### src/rtl/dual_port_reg_file_if.sv
// Bus bundle for the register file: write source operands, mux select,
// read/write addresses and the two combinational read results.
interface dual_port_reg_file_if #(
  parameter int DATA_W = 8,
  parameter int NREGS  = 8
);
  localparam int AW = $clog2(NREGS);

  logic              we;
  logic [DATA_W-1:0] OR2;
  logic [DATA_W-1:0] A_in;
  logic [DATA_W-1:0] B_in;
  logic [DATA_W-1:0] ALU_IN;
  logic [1:0]        mux_sel;
  logic [AW-1:0]     read_seg;
  logic [AW-1:0]     write_seg;
  logic [DATA_W-1:0] dataout_A;
  logic [DATA_W-1:0] dataout_B;

  // Datapath controller side: drives operands and addresses, sees read data
  modport master (
    output we, OR2, A_in, B_in, ALU_IN, mux_sel, read_seg, write_seg,
    input  dataout_A, dataout_B
  );

  // Register file side
  modport slave (
    input  we, OR2, A_in, B_in, ALU_IN, mux_sel, read_seg, write_seg,
    output dataout_A, dataout_B
  );
endinterface

### src/rtl/dual_port_reg_file.sv
// 8x8 general-purpose register file: one muxed write port, two
// asynchronous read ports (A at read_seg, B at the write address so the
// destination's current value is always visible). No write-through bypass.
module dual_port_reg_file #(
  parameter int DATA_W = 8,
  parameter int NREGS  = 8
) (
  input  logic                 clk,
  input  logic                 clr,
  dual_port_reg_file_if.slave  bus
);

  logic [NREGS-1:0][DATA_W-1:0] regs_q, regs_d;
  logic [DATA_W-1:0]            wdata;

  // Write-data source select
  always_comb begin
    wdata = bus.ALU_IN;
    case (bus.mux_sel)
      2'b00:   wdata = bus.ALU_IN;
      2'b01:   wdata = bus.B_in;
      2'b10:   wdata = bus.A_in;
      default: wdata = bus.OR2;
    endcase
  end

  // Next-state: only the addressed register takes the write data
  always_comb begin
    regs_d = regs_q;
    if (bus.we) regs_d[bus.write_seg] = wdata;
  end

  // Storage; clear wins over any write in the same cycle
  always_ff @(posedge clk) begin
    if (clr) regs_q <= '0;
    else     regs_q <= regs_d;
  end

  assign bus.dataout_A = regs_q[bus.read_seg];
  assign bus.dataout_B = regs_q[bus.write_seg];

endmodule

### src/flat_wrapper.sv
// flat-port wrapper written by rule: the top's interface ports become plain ports
module dual_port_reg_file_flat 
#(
  parameter int DATA_W = 8,
  parameter int NREGS  = 8
)
  (clk, clr, bus_we, bus_OR2, bus_A_in, bus_B_in, bus_ALU_IN, bus_mux_sel, bus_read_seg, bus_write_seg, bus_dataout_A, bus_dataout_B);
  dual_port_reg_file_if #(.DATA_W(DATA_W), .NREGS(NREGS)) bus_i ();
  input  logic clk;
  input  logic clr;
  input wire logic [$bits(bus_i.we)-1:0] bus_we;
  input wire logic [$bits(bus_i.OR2)-1:0] bus_OR2;
  input wire logic [$bits(bus_i.A_in)-1:0] bus_A_in;
  input wire logic [$bits(bus_i.B_in)-1:0] bus_B_in;
  input wire logic [$bits(bus_i.ALU_IN)-1:0] bus_ALU_IN;
  input wire logic [$bits(bus_i.mux_sel)-1:0] bus_mux_sel;
  input wire logic [$bits(bus_i.read_seg)-1:0] bus_read_seg;
  input wire logic [$bits(bus_i.write_seg)-1:0] bus_write_seg;
  output wire logic [$bits(bus_i.dataout_A)-1:0] bus_dataout_A;
  output wire logic [$bits(bus_i.dataout_B)-1:0] bus_dataout_B;
  assign bus_i.we = bus_we;
  assign bus_i.OR2 = bus_OR2;
  assign bus_i.A_in = bus_A_in;
  assign bus_i.B_in = bus_B_in;
  assign bus_i.ALU_IN = bus_ALU_IN;
  assign bus_i.mux_sel = bus_mux_sel;
  assign bus_i.read_seg = bus_read_seg;
  assign bus_i.write_seg = bus_write_seg;
  assign bus_dataout_A = bus_i.dataout_A;
  assign bus_dataout_B = bus_i.dataout_B;
  dual_port_reg_file #(.DATA_W(DATA_W), .NREGS(NREGS)) u_core (.clk(clk), .clr(clr), .bus(bus_i));
endmodule
### config.mk
export PLATFORM = sky130hd
export DESIGN_NAME = dual_port_reg_file_flat
export DESIGN_NICKNAME = d
export VERILOG_FILES = /design/src/rtl/dual_port_reg_file_if.sv /design/src/rtl/dual_port_reg_file.sv /design/src/flat_wrapper.sv
export SDC_FILE = /design/constraint.sdc
export NUM_CORES = 1
export LEC_CHECK = 0
export CELL_PAD_IN_SITES_DETAIL_PLACEMENT = 0
export CELL_PAD_IN_SITES_GLOBAL_PLACEMENT = 1
export CORE_ASPECT_RATIO = 2
export CORE_MARGIN = 3
export CORE_UTILIZATION = 40
export CTS_BUF_LIST = sky130_fd_sc_hd__clkbuf_4
export DETAILED_ROUTE_END_ITERATION = 8
export DONT_BUFFER_PORTS = 1
export GPL_ROUTABILITY_DRIVEN = 0
export PLACE_DENSITY = 0.66
export SKIP_LAST_GASP = 1
export SLEW_MARGIN = 20
export SYNTH_ARGS = -nofsm -noshare
export SYNTH_HDL_FRONTEND = slang
export SYNTH_SLANG_ARGS = --single-unit
export TNS_END_PERCENT = 20
### constraint.sdc
create_clock -name clk -period 4.35 [get_ports clk]
set_clock_uncertainty 0.2 [all_clocks]
set_input_delay 0.87 -clock clk [delete_from_list [all_inputs] [get_ports clk]]
set_output_delay 0.87 -clock clk [all_outputs]
set_load 0.02 [all_outputs]
# Yosys cells after proc, flatten, opt, wreduce, memory -nomap -nowiden
# Cells that the tools add are included.
[word_totals] reg_bits=64 inputBits=43 output_inout_bits=16 elab_cells=23
[classes] n_lt_le_gt_ge=3 eq_ne=2 n_mux=8 n_reduce_logical=2
[ops] op="bitwise mux 64 bit" count=1
[ops] op="binary-select mux 8 bit (select 3 bit)" count=2
[ops] op="demux 8 bit (select 3 bit)" count=1
[ops] op="two-way mux 8 bit" count=3
[ops] op="case mux 8 bit (3 select lines)" count=1
[ops] op="< comparator 3 x 4 -> 1 bit, second input constant" count=2
[ops] op=">= comparator 3 x 1 -> 1 bit, second input constant" count=1
[ops] op="equality test 2 x 1 -> 1 bit, second input constant" count=1
[ops] op="equality test 2 bit, second input constant" count=1
[ops] op="zero test 2 bit" count=1
[ops] op="logical AND 1 bit" count=1

# Longest topological paths before layout
[depth] ltp_word=5 depth_mapped=6 mapped_depth_nobuf=3

# Worst setup path after synthesis
# No wires, ideal clock.
[synth_path] kind="input to output" start="input bus_write_seg[1]" end="output bus_dataout_B[1]" arrival_time_ps=2011 required_time_ps=3280 setup_slack_ps=1269 path_stages=5 n_path_buf=2 cell_sequence="buf_2 buf_2 mux2_2 a32oi_1 o221ai_1"
[synth_between] elab_chain_len=2
[synth_rtl] item="start: declaration" line_no="flat_wrapper.sv:18" text="input wire logic [$bits(bus_i.write_seg)-1:0] bus_write_seg;"
[synth_rtl] item="binary-select mux 8 bit (select 3 bit)" line_no="dual_port_reg_file.sv:40" text="assign bus.dataout_B = regs_q[bus.write_seg];"
[synth_rtl] item="two-way mux 8 bit (implied by the code)" line_no="dual_port_reg_file.sv:40"
[synth_rtl] item="end: declaration" line_no="flat_wrapper.sv:20" text="output wire logic [$bits(bus_i.dataout_B)-1:0] bus_dataout_B;"
# Every way passes these cells. The select of a mux whose other input is x is not followed.

# Final worst setup path
[layout_path] start="input bus_write_seg[1]" end="output bus_dataout_B[7]"
# Same word-level chain as after synthesis.

==> impl_metrics.yaml <==
cts:
  clk_pin_slew_worst_paths_ps: 90
  clkSinkCount: 64
  htree_num_levels: 3
  clockRootBuffer: "sky130_fd_sc_hd__clkbuf_4"
  max-clock-path-buffers: 2
  postCtsSetupBuffers: 0
  postCtsHoldBufs: 0
  cts_tree: "yes"
  post_cts_resized: 0
  worst_skew_pair.late_latency_ps: 420
  cts_inserted_buffers: 9
setup_path:
  critical_path.reg2reg.endpoint: "u_core.regs_q[53]$_SDFFE_PP0P_"
  startpoint_type: "primary input"
  worst_path_largest_cell_delay_ps: 460
  critical_path.slowest_cell: "sky130_fd_sc_hd__a221o_1"
  arrival_ps: 1760
  timing.critical_path.fanout_max: 29
  rr_startpoint: "u_core.regs_q[53]$_SDFFE_PP0P_"
  worst-r2r-setup-slack_ps: 3480
  crit_path_start: "bus_write_seg[1]"
  crit_path_end_kind: "output port"
  timing.critical_path.required_ps: 3280
  timing.reg2reg.worst_path_depth: 1
  critPathKind: "in2out"
  worstPathCellList: "and2_1 -> a22o_1 -> a221o_1"
sta:
  tns_ps: 0
  final.min_clock_period_ps: 2830
  final-setup-viol-count: 0
  timing.max_slew.rel_slack_pct: 29.95
  rsz0062_at_grt: "no"
  final-hold-violation-count: 0
  tightest_slew_ps: 1046
  timing.final.max_slew_violations: 0
  post-route-period-util_pct: 65.06
  whs_ps: 313.6
  max_freq_mhz: 353.3
final_layout:
  ratio_of_cells_with_drive_above_1_in_the_final_layout_pct: 25.50
  largest_register: "u_core.regs_q"
  largest_register_ffs: 64
  area_delta_synth_final_pct: 3.650
  utilization_pct: 43.29
  largest_registers: "u_core.regs_q: 64 flops"
  fin_nets: 289
synthesis:
  yosysTopAreaCell: "sky130_fd_sc_hd__dfxtp_1"
  synthesis.area_um2: 3222
  syn_nets: 294
  postSynthCellCount: 251
  synth_cell_types: 31
  yosys_warnings: 0
  postSynthAreaPerCell_um2: 12.84
  yosysSeqAreaShare_pct: 39.77
  synth-seq-cells: 64
  synthDominantCellAreaShare_pct: 39.77
  synth_area_leaders: "sky130_fd_sc_hd__dfxtp_1 (40%), sky130_fd_sc_hd__mux4_2 (22%), sky130_fd_sc_hd__a22o_1 (18%)"
global_routing:
  gr-usage-all-layers_pct: 19.25
  grt_pass1_wl_um: 13410
  grt_start_max_net_pins: 30
  grt_overflow: 0
  grt_antenna_before_repair: 1
  grt_pass1_vias: 2352
detailed_routing:
  viasPerCell: 6.624
  first_iter_violations: 131
  wl_um: 8519
  firstDrtPassIters: 4
  wire_per_inst_um: 24.62
  routed_vias: 2292
  ant_nets: 0
  drc: 0
outcome:
  run_status: "complete, no violations"
place:
  numPortBuffers: 0
  detailed_placer_s_ending_hpwl_um: 6297
hold_path:
  hold_path_class: "reg2reg"
  worstHoldStart: "u_core.regs_q[32]$_SDFFE_PP0P_"
  min_delay_worst_endpoint: "u_core.regs_q[32]$_SDFFE_PP0P_"
  worstHoldPathCells: 1
floorplan:
  boundaryPins: 59
  placeableCoreArea_um2: 7714
  fp-row-count: 45
  initial_core_util_pct: 41.77
  chipWidth_um: 69.46
  fp.dieArea_um2: 9233
  die_h_um: 132.9
job:
  max_cap_viol_count: 0
power:
  cellPowerDensity_nw_per_um2: 314.7
  fin_total_pwr_mw: 1.051
  p_leak_nw: 1.190
  vdd_drop_max_mv: 0.1582
## worst max-delay path by stage
stage                       endpoint  slack, ps  depth (start not counted)
global placement    bus_dataout_B[7]       1530                          3
detailed placement  bus_dataout_B[7]       1520                          3
global route        bus_dataout_B[5]       1470                          3
floorplan           bus_dataout_B[1]       1270                          5
finish              bus_dataout_B[7]       1520                          3
CTS                 bus_dataout_B[7]       1520                          3
## critical path: cells and delay by family
family           cells  cell delay [ps]
AND/OR/NAND/NOR      1              180
AO/OA/AOI/OAI        2              700
## layout by cell type, fill, tap and decap left out, types with 4 or more instances in the layout
cell type,synthesis,routed
sky130_fd_sc_hd__a31oi_1,4,4
sky130_fd_sc_hd__a22o_1,65,65
sky130_fd_sc_hd__dfxtp_1,64,64
sky130_fd_sc_hd__mux4_2,32,32
sky130_fd_sc_hd__a22oi_1,6,6
sky130_fd_sc_hd__clkinv_1,0,5
sky130_fd_sc_hd__nor2b_1,4,4
sky130_fd_sc_hd__nor2_1,6,6
sky130_fd_sc_hd__clkbuf_4,0,10
sky130_fd_sc_hd__a21oi_1,4,4
sky130_fd_sc_hd__mux2_2,15,15
sky130_fd_sc_hd__nand2_1,10,10
## Yosys cell counts, drive strengths merged
library cell	number
a22o	65
dfxtp	64
mux4	32
buf	16
mux2	15
nand2	10
nor2	9
a22oi	6
a21oi	4
a31oi	4
nor2b	4
a32oi	3
o221ai	3
and2	2
inv	2
mux2i	2
nand2b	2
nor3	2
a221o	1
nand3	1
nand3b	1
o21ai	1
o32ai	1
or3b	1
## per-layer routing
| layer | vias up | GRT usage [%] | share of wire (%) |
|---|---|---|---|
| met4 | 0 | 8.804 | 2.1 |
| li1 | 1040 | - | - |
| met1 | 1159 | 22.40 | 39 |
| met2 | 77 | 33.56 | 53 |
| met3 | 16 | 3.802 | 5.4 |
| met5 | - | 0 | 0 |
## cell type report
type | count | area, um2
Antenna cell | 1 | 2.502
Clock buffer | 10 | 75.07
Clock inverter | 6 | 26.28
Fill cell | 716 | 4374
Inverter | 2 | 7.507
Multi-Input combinational cell | 169 | 1829
Sequential cell | 64 | 1281
Tap cell | 94 | 117.6
## metrics by stage
step | instances | area, um2 | setup WS (ps)
finish | 346 | 3339 | 1520
global route | 346 | 3339 | 1469
CTS | 345 | 3337 | 1519
detailed placement | 329 | 3236 | 1516
global placement | 329 | 3236 | 1526
floorplan | 251 | 3222 | 1269
## logic make-up after synthesis
logic type / synth area share, %
muxes: 28.23
buffers and inverters: 3.456
and+or+nand+nor: 5.709
DFF: 39.77
AOI/OAI and AO/OA: 22.84
## power by group
group	internal, mW	total, mW	switching, mW
logic	0.0529	0.112	0.0593
registers	0.600	0.612	0.0113
clock network	0.114	0.327	0.213
Note: power is estimated with default switching activity, not from simulation.
